**src/rtl/uart_tx_arbiter.sv**
```systemverilog
// uart_tx_arbiter: round-robin arbiter feeding one UART transmitter from NUM_SRC byte streams.
// Define UART_ARB_PKT_LOCK_EN to hold the grant on one source until it offers a byte with src_last set.
module uart_tx_arbiter #(
    parameter int NUM_SRC    = 4,
    parameter int DATA_WIDTH = 8,
    parameter int ID_W       = 2
) (
    input  logic                          sysclk,
    input  logic                          rst,
    input  logic [NUM_SRC*DATA_WIDTH-1:0] src_data,
    input  logic [NUM_SRC-1:0]            src_valid,
    input  logic [NUM_SRC-1:0]            src_last,
    output logic [NUM_SRC-1:0]            src_ready,
    output logic [DATA_WIDTH-1:0]         uart_tx_data,
    output logic                          uart_tx_valid,
    input  logic                          uart_tx_busy,
    output logic [ID_W-1:0]               grant_id,
    output logic                          arb_busy
);
    typedef enum logic [1:0] {IDLE, ISSUE, WAIT_BUSY, WAIT_DONE} state_t;
    state_t state;
    logic [ID_W-1:0] rr_ptr, winner, rr_next;
    logic [NUM_SRC-1:0] eligible;
    logic found, grant;
`ifdef UART_ARB_PKT_LOCK_EN
    logic locked;
    logic [ID_W-1:0] lock_id;
    always_comb eligible = locked ? src_valid & (NUM_SRC'(1) << lock_id) : src_valid;
`else
    logic unused_last;
    assign unused_last = ^src_last;
    assign eligible = src_valid;
`endif
    // Scan downward so the lowest offset from rr_ptr is the last (winning) assignment.
    always_comb begin
        winner = '0;
        found = 1'b0;
        for (int k = NUM_SRC - 1; k >= 0; k--) begin
            int idx;
            idx = int'(rr_ptr) + k;
            idx = idx >= NUM_SRC ? idx - NUM_SRC : idx;
            if (eligible[idx]) begin
                winner = ID_W'(idx);
                found = 1'b1;
            end
        end
    end
    assign grant     = found && state == IDLE && !uart_tx_busy && !rst;
    assign src_ready = grant ? NUM_SRC'(1) << winner : '0;
    assign rr_next   = winner == ID_W'(NUM_SRC - 1) ? '0 : winner + 1'b1;
    assign arb_busy  = state != IDLE;
    always_ff @(posedge sysclk) begin
        if (rst) begin
            state         <= IDLE;
            uart_tx_valid <= 1'b0;
            uart_tx_data  <= '0;
            grant_id      <= '0;
            rr_ptr        <= '0;
`ifdef UART_ARB_PKT_LOCK_EN
            locked        <= 1'b0;
            lock_id       <= '0;
`endif
        end else begin
            case (state)
                IDLE: if (grant) begin
                    uart_tx_data  <= src_data[int'(winner)*DATA_WIDTH +: DATA_WIDTH];
                    grant_id      <= winner;
                    rr_ptr        <= rr_next;
                    uart_tx_valid <= 1'b1;
                    state         <= ISSUE;
`ifdef UART_ARB_PKT_LOCK_EN
                    locked        <= !src_last[winner];
                    lock_id       <= winner;
`endif
                end
                ISSUE: if (!uart_tx_busy) begin
                    uart_tx_valid <= 1'b0;
                    state         <= WAIT_BUSY;
                end
                WAIT_BUSY: if (uart_tx_busy) state <= WAIT_DONE;
                default: if (!uart_tx_busy) state <= IDLE;
            endcase
        end
    end
endmodule

```
**config.mk**
```make
export PLATFORM = sky130hd
export DESIGN_NAME = uart_tx_arbiter
export DESIGN_NICKNAME = d
export VERILOG_FILES = /design/src/rtl/uart_tx_arbiter.sv
export SDC_FILE = /design/constraint.sdc
export NUM_CORES = 1
export LEC_CHECK = 0
export ABC_AREA = 0
export BUFFER_PORTS_ARGS = -buffer_cell sky130_fd_sc_hd__buf_4
export CAP_MARGIN = 20
export CORE_AREA = 8 8 61 58
export DETAILED_ROUTE_END_ITERATION = 8
export DIE_AREA = 0 0 69 66
export PLACE_DENSITY_LB_ADDON = 0.25
export REMOVE_ABC_BUFFERS = 1
export SYNTH_ARGS = -nofsm -noshare
export SYNTH_HDL_FRONTEND = slang
export SYNTH_SLANG_ARGS = --single-unit
```
**constraint.sdc**
```tcl
create_clock -name sysclk -period 2.3 [get_ports sysclk]
set_input_delay 0.115 -clock sysclk [delete_from_list [all_inputs] [get_ports sysclk]]
set_output_delay 0.115 -clock sysclk [all_outputs]
set_load 0.1 [all_outputs]
```
==> results of run 1 <==
==> path summary, 6_finish.rpt <==
kind,startpoint,to,slack (ns),cells past startpoint
min reg2reg,grant_id[0],grant_id[0],0.46,2
min,rst,grant_id[0],0.13,2
max reg2reg,state[0],uart_tx_data[1],0.41,6
max,rr_ptr[1],src_ready[1],0.13,7
==> cell families (layout without fill, tap and decap cells) <==
| logic type | count (synthesis) | count (layout) | synth area share (%) |
|---|---|---|---|
| flip-flops | 15 | 15 | 28.2 |
| AO/OA/AOI/OAI | 23 | 23 | 17.2 |
| AND/OR/NAND/NOR | 32 | 32 | 21.3 |
| adder cells (fa/ha/maj) | 7 | 7 | 8.23 |
| buffers and inverters | 13 | 67 | 8.22 |
| multiplexers | 18 | 18 | 16.9 |
==> sequential cells by signal, summed over array words and instances (netlist names) <==
| name | count |
|---|---|
| rr_ptr | 2 |
| uart_tx_data | 8 |
| grant_id | 2 |
| state | 2 |
| uart_tx_valid | 1 |
==> area by class of cell <==
cell class,count,area [um^2]
tap,30,37.5
timing repair buffer,55,413
clock inverter,1,5.00
multi-input combinational,80,677
inverter,8,35.0
fill,241,1080
sequential,15,300
clock buffer,3,22.5
==> power by group through the flow <==
stage          Clock, mW  Combinational, mW  Sequential, mW
2_1_floorplan          0              0.184           0.483
3_3_place_gp           0              0.483           0.313
3_5_place_dp           0              0.491           0.315
4_1_cts            0.153              0.493           0.310
5_1_grt            0.173              0.518           0.314
6_report           0.149              0.489           0.310
==> worst max-delay path, cell delays in order (launching register included) <==
cell and delay (ns):
dfxtp_1 0.47, mux2i_1 0.22, nor2_1 0.06, or3_4 0.43, clkinv_4 0.09, ha_1 0.13
and2_1 0.11, buf_4 0.28
==> routing by layer <==
metal,global-route usage [%],up-vias
li1,-,506
met3,4.35,2
met4,2.30,0
met5,0,-
met1,12.8,461
met2,21.7,30
==> cell usage in the layout (no fill, tap or decap), types with 2 or more instances in the layout <==
cell type   n
inv_1       6
o21ai_0     2
mux2i_1    18
a21oi_1     7
nand3b_1    8
nor4_4      2
and2_1      4
dfxtp_1    15
o221ai_1    7
ha_1        7
nor2_1      4
nand2_1     7
buf_4      55
clkbuf_4    3
==> stage by stage <==
step	power, mW	hold slack, ns	std cells
after CTS	0.955	0.123	191
after global placement	0.796	0.416	187
after floorplan	0.667	0.184	103
final	0.949	0.128	192
after detailed placement	0.806	0.424	187
after global routing	1.01	0.133	192
==> results by stage, run 1 <==
Place:
- At the end of routability-driven placement, the weighted congestion stood at 0.772.
- The cell area reported after detailed placement is 1460 um^2.
- Timing analysis after detailed placement gives a worst setup slack of 0.394 ns.
- The HPWL reported at the end of detailed placement is 2.29 mm.
- The port buffer count is 54.

Timing:
- The final period demand of the worst path is 2.17 ns.
- The post-route setup TNS is 0 ns.
- After layout, the worst setup slack is 0.132 ns.
- The hold violation total from the final report is 0.
- Setup repair after global routing left no endpoint under its margin.
- The final critical path takes up 94.3% of the cycle.
- The worst pin sits at a relative slew slack of 72.7%.
- The actual slew at the worst max-slew pin is 0.406 ns.
- The number of max-slew violations in the final report is 0.
- Timing would allow up to 461 MHz.
- Between clock sinks in the finished design, the worst skew comes to 0.00860 ns.
- The count of endpoints failing setup in the final report is 0.

Yosys:
- The fraction of registers with async set/reset is 0%.
- The most frequently used cell type in the post-synthesis netlist is mux2i_1.
- By count the netlist is led by mux2i_1 (18), dfxtp_1 (15), nand3b_1 (8).
- After synthesis, flip-flops and latches occupy 28.2% of the total area.
- In the synthesized netlist the dominant register cell turns out to be dfxtp_1.
- The most area-hungry cell type in the Yosys netlist is dfxtp_1.
- The synthesized area per cell is 9.86 um^2.
- The warning count from the yosys run is 0.
- After technology mapping, the gate count stands at 108.
- The number of flops mapped to enable cells by yosys is 0.
- Summed over its instances, the top area cell type makes up 28.2% of the synthesized netlist area.
- In this run, synthesis produced a sequential element count of 15.
- In the post-synthesis netlist, the biggest area contributors are dfxtp_1 (28%), mux2i_1 (17%), ha_1 (8.2%), o221ai_1 (5.8%), nand3b_1 (5.6%).
- The unique cell type count in the Yosys netlist is 32.
- The cell area after synthesis is 1060 um^2.

Detailed routing:
- The vias per cell is 5.20.
- The uppermost layer routed is met4.
- The count of unresolved DRC violations after routing is 0.
- Summed over all nets, wire length on met3 after detailed routing comes to 193 um.
- The remaining antenna violation count after routing is 0.
- The DRC violation total after the first TritonRoute iteration is 18.
- Dividing the detail-routed wire length by the instance count gives 14.7 um.
- The final layout contains routed wiring with a total length of 2.82 mm.
- The detailed-routing iteration count for the pre-antenna-repair pass is 4.
- After detailed routing, the met2 layer carries 1.51 mm of wire.
- The detailed router put a total of 1.10 mm of wire on met1.
- The routed layout has 999 vias.

Setup path:
- Data on the critical path arrives at its endpoint at 2.05 ns.
- STA puts the critical path data required time at 2.18 ns.
- The type of element launching the critical path is a flop.
- The type of the setup path with the least slack is reg -> out.
- The worst setup path is captured at an output port.
- The peak fanout along the critical path is 6.

Clocking:
- The number of hold-repair buffers added at the cts stage is 0.
- The cell at the root of the clock tree is clkbuf_4.
- The CTS buffer count is 3.
- The TritonCTS clock tree is yes.
- CTS saw 15 sinks.
- The number of gates resized after CTS was 0.
- The clock-pin slew reported for the worst setup and hold paths after clock tree synthesis is 0.10 ns.
- CTS built an H-tree with a depth of 1.
- Once the clock tree was built, the setup fixing pass inserted 0 buffers.
- The later-pin clock latency in the skew report is 0.28 ns.
- The buffer depth of the longest clock path is 2.

Final layout:
- The final cell area excluding filler cells is 1490 um^2.
- The number of diodes added for antenna fixing is 0.
- The number of nets in the layout is 213.
- Measured on the finished design, the core utilization comes to 58.0%.
- The area added between synthesis and finish is 40.0%.
- Cells with a size suffix above 1 make up 43.2% of the layout.

Floorplanning:
- The core outline area is 2570 um^2.
- The floorplan step set the die width to 69 um.
- The die area is 4550 um^2.
- The height of the die is 66 um.
- The starting density of the core is 41.5%.
- During I/O placement, the number of pins put on the boundary was 59.
- The floorplan has 18 rows.

GRT:
- The number of antenna violations at the first check in global routing is 0.
- The first global-routing pass estimated 4.64 mm of wire.
- The aggregate global-route resource usage is 11.8%.
- The number of global-route vias before repair is 1010.
- The maximum number of pins on one net before global-route repair is 21.
- For this run the aggregate overflow at the end of global routing stands at 0.

Pwr:
- The analysis attributes to cell leakage a power of 0.678 nW.
- The internal portion of the total power is 0.507 mW.
- The total power divided by cell area is 637 nW/um^2.
- The share of total power dissipated in combinational logic is 51.6%.
- The worst IR drop on VDD is 0.639 mV.
- The clock network is responsible for 15.8% of the overall power.
- The part of the power in registers is 32.7%.
- Net switching is 46.6% of the power.
- The net switching power is 0.442 mW.

Flow run:
- The number of max-capacitance violations reported is 0.

Min path:
- The worst hold path belongs to the class in -> reg.

Outcome:
- The run finished with clean final reports.
Note: power is estimated with default switching activity, not from simulation.
==> run 2, diff against run 1 <==
--- a/config.mk
+++ b/config.mk
@@ -12,6 +12,7 @@
 export DETAILED_ROUTE_END_ITERATION = 8
 export DIE_AREA = 0 0 69 66
 export PLACE_DENSITY_LB_ADDON = 0.25
+export RECOVER_POWER = 50
 export REMOVE_ABC_BUFFERS = 1
 export SYNTH_ARGS = -nofsm -noshare
 export SYNTH_HDL_FRONTEND = slang
==> run 2 against run 1 <==
  * Cell area down 2.9%
  * Worst setup slack about the same
  * Flip-flop and latch count stayed put
  * Critical path type unchanged
  * Critical path depth did not move
  * Routed wire length about the same
  * Clock skew is essentially flat
==> results by stage, run 2 (synthesis results as in run 1) <==
GRT:
- The total global routing overflow is 0 (unchanged).
- The number of antenna violations at the first check in global routing came to 0 (unchanged).
- The maximum number of pins on one net before global-route repair is 21 (unchanged).
- The number of global-route vias before repair is 1010 (unchanged).
- The aggregate global-route resource usage is 11.8% (unchanged).
- The wire length of the first global-routing pass is 4.64 mm (unchanged).

Detailed routing:
- The count of unresolved DRC violations after routing was 0 (unchanged).
- The remaining antenna violation count after routing came to 0 (unchanged).
- The DRC violation total after the first TritonRoute iteration was 17 (was 18).
- The detailed-routing iteration count for the pre-antenna-repair pass is 4 (unchanged).
- The wire length reported by the detailed router was 2.82 mm (about the same).
- The via count is 998 (was 999).
- The vias per cell is 5.20 (about the same).
- The average wire per standard cell is 14.7 um (about the same).

Final layout:
- The final core utilization is 56.3% (was 58.0%).
- The final non-filler cell total came to 192 (unchanged).
- The share of cells above drive strength 1 was 36.4% (was 43.2%).
- The area added between synthesis and finish is 35.8% (was 40.0%).
- The number of diodes added for antenna fixing came to 0 (unchanged).
- Commonest cells after routing, fill and taps aside: buf_4 (43), mux2i_1 (18), dfxtp_1 (15) (was buf_4 (55), mux2i_1 (18), dfxtp_1 (15)).
- The top register by number of flip-flops is uart_tx_data (unchanged).
- The most frequent standard cell in the layout excluding fill and tap cells was buf_4 (unchanged).
- The number of flip-flops under the largest register name is 8 (unchanged).
- The number of nets in the layout is 213 (unchanged).

Min path:
- The worst min-delay path category is in -> reg (unchanged).
- The origin of the worst min-delay path was rst (unchanged).
- The worst min-delay path endpoint is grant_id[0] (unchanged).
- The number of cells on the worst hold path is 2 (unchanged).

Place:
- The placed instance count is 187 (unchanged).
- The port buffer count is 54 (unchanged).
- The HPWL reported at the end of detailed placement is 2.29 mm (unchanged).
- The worst-case setup slack after placement was 0.394 ns (unchanged).
- The routability congestion estimate from global placement was 0.772 (unchanged).

Clocking:
- The buffer depth of the longest clock path is 2 (unchanged).
- The number of H-tree levels was 1 (unchanged).
- The sink count of the clock tree was 15 (unchanged).
- The number of gates resized after CTS was 0 (unchanged).
- The later-pin clock latency in the skew report is 0.28 ns (about the same).
- The CTS buffer count came to 3 (unchanged).
- The TritonCTS clock tree is yes (unchanged).
- The number of hold-repair buffers added at the cts stage came to 0 (unchanged).
- The clock-pin slew reported for the worst setup and hold paths after clock tree synthesis came to 0.10 ns (about the same).
- The cell at the root of the clock tree was clkbuf_4 (unchanged).

Pwr:
- The static leakage power is 0.632 nW (was 0.678 nW).
- The internal cell power is 0.484 mW (was 0.507 mW).
- The clock network power share is 16.1% (was 15.8%).
- The switching portion of total power is 47.7% (was 46.6%).
- The combinational cell fraction of total power is 50.5% (was 51.6%).
- The part of the power in registers is 33.4% (was 32.7%).
- The worst IR drop on VDD came to 0.613 mV (was 0.639 mV).
- The total chip power is 0.926 mW (was 0.949 mW).
- The total power divided by cell area is 640 nW/um^2 (was 637 nW/um^2).
- The net switching power was 0.441 mW (was 0.442 mW).

Timing:
- The count of endpoints failing setup in the final report came to 0 (unchanged).
- The final period demand of the worst path was 2.17 ns (about the same).
- The post-route setup TNS is 0 ns (unchanged).
- The relative max-transition margin came to 20.5% (was 72.7%).
- The hold violation total from the final report is 0 (unchanged).
- The slack of the critical path is 0.132 ns (about the same).
- Setup repair after global routing missed its margin: no (unchanged).
- The actual slew at the worst max-slew pin is 1.20 ns (was 0.406 ns).
- The final clock period utilization by the worst path is 94.2% (was 94.3%).
- The final setup skew is 0.00852 ns (was 0.00860 ns).
- The number of max-slew violations in the final report is 0 (unchanged).
- The maximum clock rate is 461 MHz (about the same).

Setup path:
- The type of element launching the critical path is a flop (unchanged).
- The number of cells on the worst reg-to-reg path is 6 (unchanged).
- The master of the slowest instance on the critical path is dfxtp_1 (unchanged).
- The peak fanout along the critical path was 6 (unchanged).
- The origin of the critical flop-to-flop path is state[0] (unchanged).
- The type of the setup path with the least slack is reg -> out (unchanged).
- The required arrival time at the worst endpoint is 2.18 ns (about the same).
- The minimum setup slack among reg-to-reg paths is 0.41 ns (about the same).
- The delay of the slowest cell on the worst path is 0.47 ns (about the same).
- The end of the worst register-to-register path was uart_tx_data[1] (unchanged).
- Critical path cell sequence: mux2i_1 > nor2_1 > or3_4 > clkinv_4 > ha_1 > and2_1 > buf_4 (unchanged).
- The endpoint type of the worst setup path was an output port (unchanged).
- The data arrival time of the worst path was 2.05 ns (about the same).

Floorplanning:
- The height of the die came to 66 um (unchanged).
- The starting density of the core is 41.5% (unchanged).
- The die area is 4550 um^2 (unchanged).
- The count of standard-cell rows came to 18 (unchanged).
- The core outline area is 2570 um^2 (unchanged).
- The boundary pin count is 59 (unchanged).
- The horizontal die dimension is 69 um (unchanged).

Outcome:
- Outcome: finished, final reports clean (unchanged).

Flow run:
- The number of max-capacitance violations reported is 0 (unchanged).
## run 2: cell types whose count changed in the layout (fill, tap and decap cells not counted)
cell and change:
clkbuf_2 +1, clkbuf_1 +11, buf_4 -12
## run 2: worst max-delay path: cells and delay by family, from the launching register on
kind                       cells  cell delay, ns
adders and majority gates      1            0.13
buffers and inverters          2            0.37
DFF                            1            0.47
muxes                          1            0.22
and+or+nand+nor                3            0.60
## run 2: per-layer routing
layer  wire (um)  vias to the layer above  global-route usage [%]
met1        1120                      460                    12.8
met3         181                        2                    4.35
met4          13                        0                    2.30
met5           0                        -                       0
li1            -                      506                       -
met2        1510                       30                    21.7
## run 2: final cells by class
cell class / count / area, um^2
fillers: 252 / 1120
clock buffers: 3 / 22.5
clock inverters: 1 / 5.00
multi-input cells: 80 / 677
flip-flops and latches: 15 / 300
well taps: 30 / 37.5
inverters: 8 / 35.0
repair buffers: 55 / 369
## run 2: repair_timing
item	CTS	global route
endpoints found under the setup margin	0	4
buffers inserted	0	1
hold endpoints to repair	0	0
## run 2: how the worst max path moves through the flow
| stage | startpoint | end | slack [ns] | depth (start not counted) |
|---|---|---|---|---|
| after CTS | state[0] | src_ready[3] | 0.08 | 6 |
| after global routing | rr_ptr[1] | src_ready[3] | 0.001 | 7 |
| after global placement | state[0] | src_ready[3] | 0.45 | 6 |
| after floorplan | state[0] | src_ready[0] | -0.23 | 5 |
| after detailed placement | state[0] | src_ready[3] | 0.39 | 6 |
| final | rr_ptr[1] | src_ready[1] | 0.13 | 7 |
## run 2: power groups by stage
| stage | sequential, mW | clock (mW) | combinational, mW |
|---|---|---|---|
| final | 0.309 | 0.149 | 0.467 |
| after global routing | 0.314 | 0.173 | 0.496 |
| after CTS | 0.310 | 0.153 | 0.493 |
| after detailed placement | 0.315 | 0 | 0.491 |
| after global placement | 0.313 | 0 | 0.483 |
| after floorplan | 0.483 | 0 | 0.184 |
## run 2: through the flow
stage	area, um^2	hold slack [ns]
detailed placement	1460	0.424
floorplan	1010	0.184
CTS	1480	0.123
global placement	1460	0.416
global route	1450	0.133
finish	1450	0.128
